==> src/rtl/fir_pkg.sv <==
// Shared constants, symbol codes and arithmetic helpers for the 40-tap
// PAM-4 interpolation FIR.
package fir_pkg;

   localparam int N_TAP      = 40;
   localparam int N_BANK     = 4;
   localparam int BANK_LEN   = 10;
   localparam int COEF_W     = 16;
   localparam int ACC_W      = 24;
   localparam int BANK_ACC_W = 22;
   localparam int SYM_W      = 3;
   localparam int PROD_W     = COEF_W + SYM_W;

   localparam logic [2:0] SYM_P1 = 3'b001;
   localparam logic [2:0] SYM_P3 = 3'b011;
   localparam logic [2:0] SYM_M1 = 3'b111;
   localparam logic [2:0] SYM_M3 = 3'b101;

   function automatic logic signed [SYM_W-1:0] decodeSym(input logic [2:0] code);
      logic signed [SYM_W-1:0] val;
      case (code)
         SYM_P1:  val = 3'sd1;
         SYM_P3:  val = 3'sd3;
         SYM_M1:  val = -3'sd1;
         SYM_M3:  val = -3'sd3;
         default: val = 3'sd0;
      endcase
      return val;
   endfunction

   function automatic logic signed [COEF_W-1:0] satOut(input logic signed [ACC_W-1:0] sum);
      logic signed [COEF_W-1:0] res;
      if (sum > 24'sd32767) begin
         res = 16'sh7FFF;
      end else if (sum < -24'sd32768) begin
         res = 16'sh8000;
      end else begin
         res = sum[COEF_W-1:0];
      end
      return res;
   endfunction

endpackage

==> src/rtl/fir_mac_bank.sv <==
// One 10-tap bank: coefficient register file, tap slice multiplexer and a
// 22-bit multiply-accumulator stepped by the shared slot counter.
module fir_mac_bank
   import fir_pkg::*;
(
   input  logic                          iClk12M,
   input  logic                          iRst,
   input  logic                          wrEn,
   input  logic [3:0]                    wrSlot,
   input  logic [COEF_W-1:0]             wrData,
   input  logic [BANK_LEN*SYM_W-1:0]     taps,
   input  logic                          clrAcc,
   input  logic                          macEn,
   input  logic [3:0]                    slot,
   output logic signed [BANK_ACC_W-1:0]  accOut
);

   logic signed [COEF_W-1:0]     coef_r [BANK_LEN];
   logic signed [COEF_W-1:0]     coef_s;
   logic signed [SYM_W-1:0]      tap_s;
   logic signed [PROD_W-1:0]     prod_s;
   logic signed [BANK_ACC_W-1:0] acc_r;

   // Coefficient storage; slot codes 10..15 are unmapped and dropped.
   always_ff @(posedge iClk12M) begin
      if (iRst) begin
         for (int i = 0; i < BANK_LEN; i++) begin
            coef_r[i] <= '0;
         end
      end else if (wrEn && (wrSlot < 4'd10)) begin
         coef_r[wrSlot] <= wrData;
      end
   end

   // Select the coefficient and tap for the current slot.
   always_comb begin
      coef_s = '0;
      tap_s  = '0;
      if (slot < 4'd10) begin
         coef_s = coef_r[slot];
         tap_s  = taps[SYM_W*int'(slot) +: SYM_W];
      end else begin
         coef_s = '0;
         tap_s  = '0;
      end
   end

   assign prod_s = PROD_W'(coef_s) * PROD_W'(tap_s);

   // Accumulator cleared at the start of each sample computation.
   always_ff @(posedge iClk12M) begin
      if (iRst) begin
         acc_r <= '0;
      end else if (clrAcc) begin
         acc_r <= '0;
      end else if (macEn) begin
         acc_r <= acc_r + BANK_ACC_W'(prod_s);
      end
   end

   assign accOut = acc_r;

endmodule

==> src/rtl/top_fir_filter_flex.sv <==
// 40-tap programmable FIR: delay line, sequencing FSM, four parallel bank
// MACs, final adder and output saturation.
module top_fir_filter_flex
   import fir_pkg::*;
(
   input  logic        iClk12M,
   input  logic        iRst,
   input  logic        iEnSample600k,
   input  logic        iCoeffUpdateFlag,
   input  logic        iCsnRam,
   input  logic        iWrnRam,
   input  logic [5:0]  iAddrRam,
   input  logic [15:0] iWrDtRam,
   input  logic [2:0]  iFirIn,
   output logic [15:0] oFirOut
);

   localparam logic [2:0] ST_IDLE  = 3'd0;
   localparam logic [2:0] ST_SHIFT = 3'd1;
   localparam logic [2:0] ST_MAC   = 3'd2;
   localparam logic [2:0] ST_SUM   = 3'd3;
   localparam logic [2:0] ST_OUT   = 3'd4;

   logic [2:0]                    state_r;
   logic [3:0]                    slot_r;
   logic [N_TAP*SYM_W-1:0]        delay_r;
   logic [SYM_W-1:0]              newSym_r;
   logic signed [ACC_W-1:0]       sum_r;
   logic signed [COEF_W-1:0]      firOut_r;
   logic signed [ACC_W-1:0]       bankSum_s;
   logic signed [BANK_ACC_W-1:0]  bankAcc_s [N_BANK];
   logic                          wrAny_s;
   logic                          clrAcc_s;
   logic                          macEn_s;

   assign wrAny_s  = iCoeffUpdateFlag & ~iCsnRam & ~iWrnRam;
   assign clrAcc_s = (state_r == ST_SHIFT);
   assign macEn_s  = (state_r == ST_MAC);

   for (genvar b = 0; b < N_BANK; b++) begin : g_bank
      fir_mac_bank u_bank (
         .iClk12M (iClk12M),
         .iRst    (iRst),
         .wrEn    (wrAny_s && (iAddrRam[5:4] == 2'(b))),
         .wrSlot  (iAddrRam[3:0]),
         .wrData  (iWrDtRam),
         .taps    (delay_r[b*BANK_LEN*SYM_W +: BANK_LEN*SYM_W]),
         .clrAcc  (clrAcc_s),
         .macEn   (macEn_s),
         .slot    (slot_r),
         .accOut  (bankAcc_s[b])
      );
   end

   // Adder tree over the sign-extended bank results.
   always_comb begin
      bankSum_s = '0;
      for (int b = 0; b < N_BANK; b++) begin
         bankSum_s = bankSum_s + ACC_W'(bankAcc_s[b]);
      end
   end

   // Sequencer; the symbol is captured on the strobe so iFirIn need not be held.
   always_ff @(posedge iClk12M) begin
      if (iRst) begin
         state_r  <= ST_IDLE;
         slot_r   <= 4'd0;
         delay_r  <= '0;
         newSym_r <= 3'd0;
         sum_r    <= '0;
         firOut_r <= '0;
      end else begin
         case (state_r)
            ST_IDLE: begin
               if (iEnSample600k && !iCoeffUpdateFlag) begin
                  newSym_r <= decodeSym(iFirIn);
                  state_r  <= ST_SHIFT;
               end
            end
            ST_SHIFT: begin
               delay_r <= {delay_r[(N_TAP-1)*SYM_W-1:0], newSym_r};
               slot_r  <= 4'd0;
               state_r <= ST_MAC;
            end
            ST_MAC: begin
               if (slot_r == 4'(BANK_LEN-1)) begin
                  state_r <= ST_SUM;
               end else begin
                  slot_r <= slot_r + 4'd1;
               end
            end
            ST_SUM: begin
               sum_r   <= bankSum_s;
               state_r <= ST_OUT;
            end
            ST_OUT: begin
               firOut_r <= satOut(sum_r);
               state_r  <= ST_IDLE;
            end
            default: begin
               state_r <= ST_IDLE;
            end
         endcase
      end
   end

   assign oFirOut = firOut_r;

endmodule

==> config.mk <==
export PLATFORM = sky130hd
export DESIGN_NAME = top_fir_filter_flex
export DESIGN_NICKNAME = d
export VERILOG_FILES = /design/src/rtl/fir_pkg.sv /design/src/rtl/fir_mac_bank.sv /design/src/rtl/top_fir_filter_flex.sv
export SDC_FILE = /design/constraint.sdc
export NUM_CORES = 2
export LEC_CHECK = 0
export CAP_MARGIN = 20
export CORE_MARGIN = 3
export CORE_UTILIZATION = 40
export CTS_CLUSTER_SIZE = 25
export DETAILED_ROUTE_END_ITERATION = 10
export GPL_ROUTABILITY_DRIVEN = 0
export GPL_TIMING_DRIVEN = 0
export HOLD_SLACK_MARGIN = 0.06
export PLACE_DENSITY_LB_ADDON = 0.25
export SLEW_MARGIN = 20
export SYNTH_ARGS = -nofsm -noshare
export SYNTH_HDL_FRONTEND = slang
export SYNTH_HIERARCHICAL = 1
export SYNTH_SLANG_ARGS = --single-unit
==> constraint.sdc <==
create_clock -name iClk12M -period 16.9 [get_ports iClk12M]
set_input_delay 3.38 -clock iClk12M [delete_from_list [all_inputs] [get_ports iClk12M]]
set_output_delay 3.38 -clock iClk12M [all_outputs]
set_load 0.005 [all_outputs]
==> results.txt <==
Synth top area cells - edfxtp_1, dfxtp_1, fa_1
Compound-Gate Fraction of Synth Area - 9.28%
Syn nets - 4902
RSZ-0062 raised after global routing - no
Cells after Synth - 4485
IO Count - 47
Worst-Margin Slew - 1.18 ns
Area of the multi-input gates - 23600 µm²
Placed Instances - 6169
Final ANT Viol Nets - 0
CP Max Fanout - 16
Critical path type - in2reg
Placeable Area - 124000 µm²
Most common flop cell mapped by yosys - edfxtp_1
Clock tree buffer depth - 3
TritonCTS clock tree - done
Run status - finished clean
Post-synth ARST share - 0%
Routed WL per cell - 21.3 µm
Seq cells post-synth - 898
Setup TNS - 0 ns
# nets final - 5048
Pwr Density - 88.6 nW/µm²
Die Width - 360 µm
Post-Synth Adder-Cell Area - 12.5%
Main combinational cell family by area after synthesis - simple AND/OR/NAND/NOR gates
CTS Sinks - 898
Yosys top cell area share - 38.2%
Lkg Pwr - 20.6 nW
CTS resizes - 0
Setup crit start - iCoeffUpdateFlag
First-pass iteration count of the detailed router - 6
Endpoints failing hold - 0
Synthesis Warnings - 6
Via density - 5.42
Final period util - 42.2%
R2r startpoint - slot_r[0]$_SDFFE_PP0P_
Overall power - 4.95 mW
P&R area growth vs syn - 11.3%
Die footprint - 130000 µm²
Mapped cell area - 50200 µm²
Final hold slack - 0.447 ns
Mux contribution to synthesized area - 9.51%
Initial Util - 40.4%
Slew margin rel. - 20.9%
DIE HEIGHT - 360 µm
Share of layout cells above drive strength 1 - 11.9%
Critical Path AT - 7.42 ns
Drt total wl - 136000 µm
Post-Synth XOR/XNOR Area - 1.08%
Via count - 34.5k
Max cap viols - 0
CP Launch Type - primary input
R2R setup slack - 10.10 ns
Register area - 24400 µm²
Largest net degree at the start of global routing - 29
Max frequency - 0.140 GHz
Distinct cells, synth - 104
Area leader, netlist - edfxtp_1
CTS Hold Bufs - 0
Seq/Total Area, Yosys - 48.5%
Mean Syn Cell Area - 11.2 µm²
Final Setup Violations - 0
H-tree levels - 3
Worst hold start - oFirOut[12]$_SDFFE_PP0N_
Port buffer count - 45
Final count of pins violating max slew - 0
Hold Crit Class - reg2reg
Post-synth EDFFs - 640
# DRC - 0
Global-route wire length before repair - 209000 µm
Gr usage total - 20.7%
Core Rows - 129
Fin util - 45.0%
Fill count - 11.5k
Clock transition at the registers of the reported paths - 0.06 ns
Number of global-route vias before repair - 34.2k
GRT overflow - 0
Setup Skew - 0.0362 ns
Number of antenna violations at the first check in global routing - 6
Tmin final - 7.14 ns
Clk_lat worst skew - 0.69 ns
CP Capture Type - register
1st-iter DRT viols - 3229
Worst Path Required - 17.19 ns
Root buf cell - clkbuf_16
Post-CTS Setup Inserts - 0
Detailed Place HPWL - 99100 µm
Layout Cells excl Fill - 6355
Post-Synth Simple-Gate Area - 14.5%
Clock buffer count from CTS - 97
VDD IR-drop max - 0.0665 mV
==> worst max-delay path, stage by stage <==
cell and delay (ns):
clkdlybuf4s50_1 0.90, nor3b_1 0.42, nor3b_1 0.89, and3b_1 0.28
nor2b_1 0.20, nor2b_1 0.25, nand2_1 0.31, nand2b_1 0.75
==> cell usage in the layout (no fill, tap or decap), types with 19 or more instances in the layout <==
master	netlist	layout
nor2_1	830	830
edfxtp_1	640	640
nand2_1	464	464
inv_1	292	292
dfxtp_1	258	257
a21oi_1	255	255
fa_1	193	193
ha_1	193	193
mux4_2	150	150
clkbuf_1	111	127
clkbuf_16	0	99
nand3_1	75	75
mux2i_1	65	65
buf_2	61	64
nor2b_1	64	64
nand2b_1	58	58
o21ai_0	54	53
a22oi_1	53	53
a2bb2oi_2	45	45
o21ai_1	43	44
mux2_2	42	42
clkdlybuf4s50_1	0	42
xnor2_1	35	35
a21o_1	34	34
and2_1	33	33
nor3_1	32	32
buf_6	26	27
nand4_1	27	27
xor2_1	27	27
clkinv_2	0	25
mux2_1	20	20
and3_1	19	19
==> per-layer routing <==
layer	track usage [%]	wire length [µm]	vias up
met1	29.8	62200	17200
met3	3.07	8250	204
met2	32.3	60900	951
li1	-	-	16100
met5	0	20	-
met4	6.52	4270	4
==> synthesized netlist by cell type (10+ instances only) <==
cell	count
a2bb2oi_2	45
xor2_1	27
o21bai_1	10
buf_1	14
nor2_1	830
buf_4	13
buf_6	26
o21a_1	16
nor3_1	32
a31oi_1	11
nand2b_1	58
or3_1	13
ha_1	193
xnor2_1	35
mux2_2	42
and3_1	19
nand3b_1	10
o21ai_1	43
o211ai_1	10
a21o_1	34
a21oi_1	255
nor2b_1	64
a211oi_1	16
a22oi_1	53
edfxtp_1	640
mux2i_1	65
inv_1	292
dfxtp_1	258
buf_2	61
and2_1	33
nand3_1	75
nand2_1	464
mux2_1	20
nand4_1	27
clkbuf_1	111
mux4_2	150
o21ai_0	54
fa_1	193
==> sequential cells by signal, summed over array words and instances, names as in the netlist <==
register,count
g_bank.u_bank/coef_r,640
delay_r,120
g_bank.u_bank/accOut,88
sum_r,24
oFirOut,16
slot_r,4
newSym_r,3
state_r,3
==> power breakdown <==
| group | total [mW] | switching [mW] | internal (mW) |
|---|---|---|---|
| combinational | 0.392 | 0.244 | 0.148 |
| clock | 2.10 | 0.906 | 1.19 |
| sequential | 2.46 | 0.0281 | 2.44 |
| total | 4.95 | 1.18 | 3.78 |
==> cell type report <==
cell class                 instances  share of cell area (%)
antenna                            3                  0.0134
sequential                       898                    43.6
clock inverter                    62                   0.922
inverter                         294                    1.97
clock buffer                     121                    4.67
buffer                           227                    2.14
timing repair buffer              47                   0.848
tap                             1637                    3.66
multi-input combinational       3066                    42.2
==> worst paths after layout <==
check / to / cells after the start
worst min-delay path: oFirOut[12]$_SDFFE_PP0N_ / 2
worst max register to register: g_bank[1].u_bank/accOut[18]$_SDFFE_PP0P_ / 19
worst max-delay path: g_bank[0].u_bank/coef_r[4][3]$_SDFFCE_PN0P_ / 8
worst min register to register: oFirOut[12]$_SDFFE_PP0N_ / 2
==> stage by stage <==
stage | worst slack [ns] | cell area [µm²]
finish | 9.76 | 55900
global route | 9.59 | 55900
CTS | 9.80 | 55900
detailed placement | 9.09 | 52800
global placement | 9.02 | 52700
floorplan | 11.38 | 50200
==> cell families after synthesis <==
family	after synthesis
AO/OA/AOI/OAI	654
flip-flops	898
buffers and inverters	521
adder cells (fa/ha/maj)	386
multiplexers	279
AND/OR/NAND/NOR	1685
XOR/XNOR	62
Note: power is estimated with default switching activity, not from simulation.
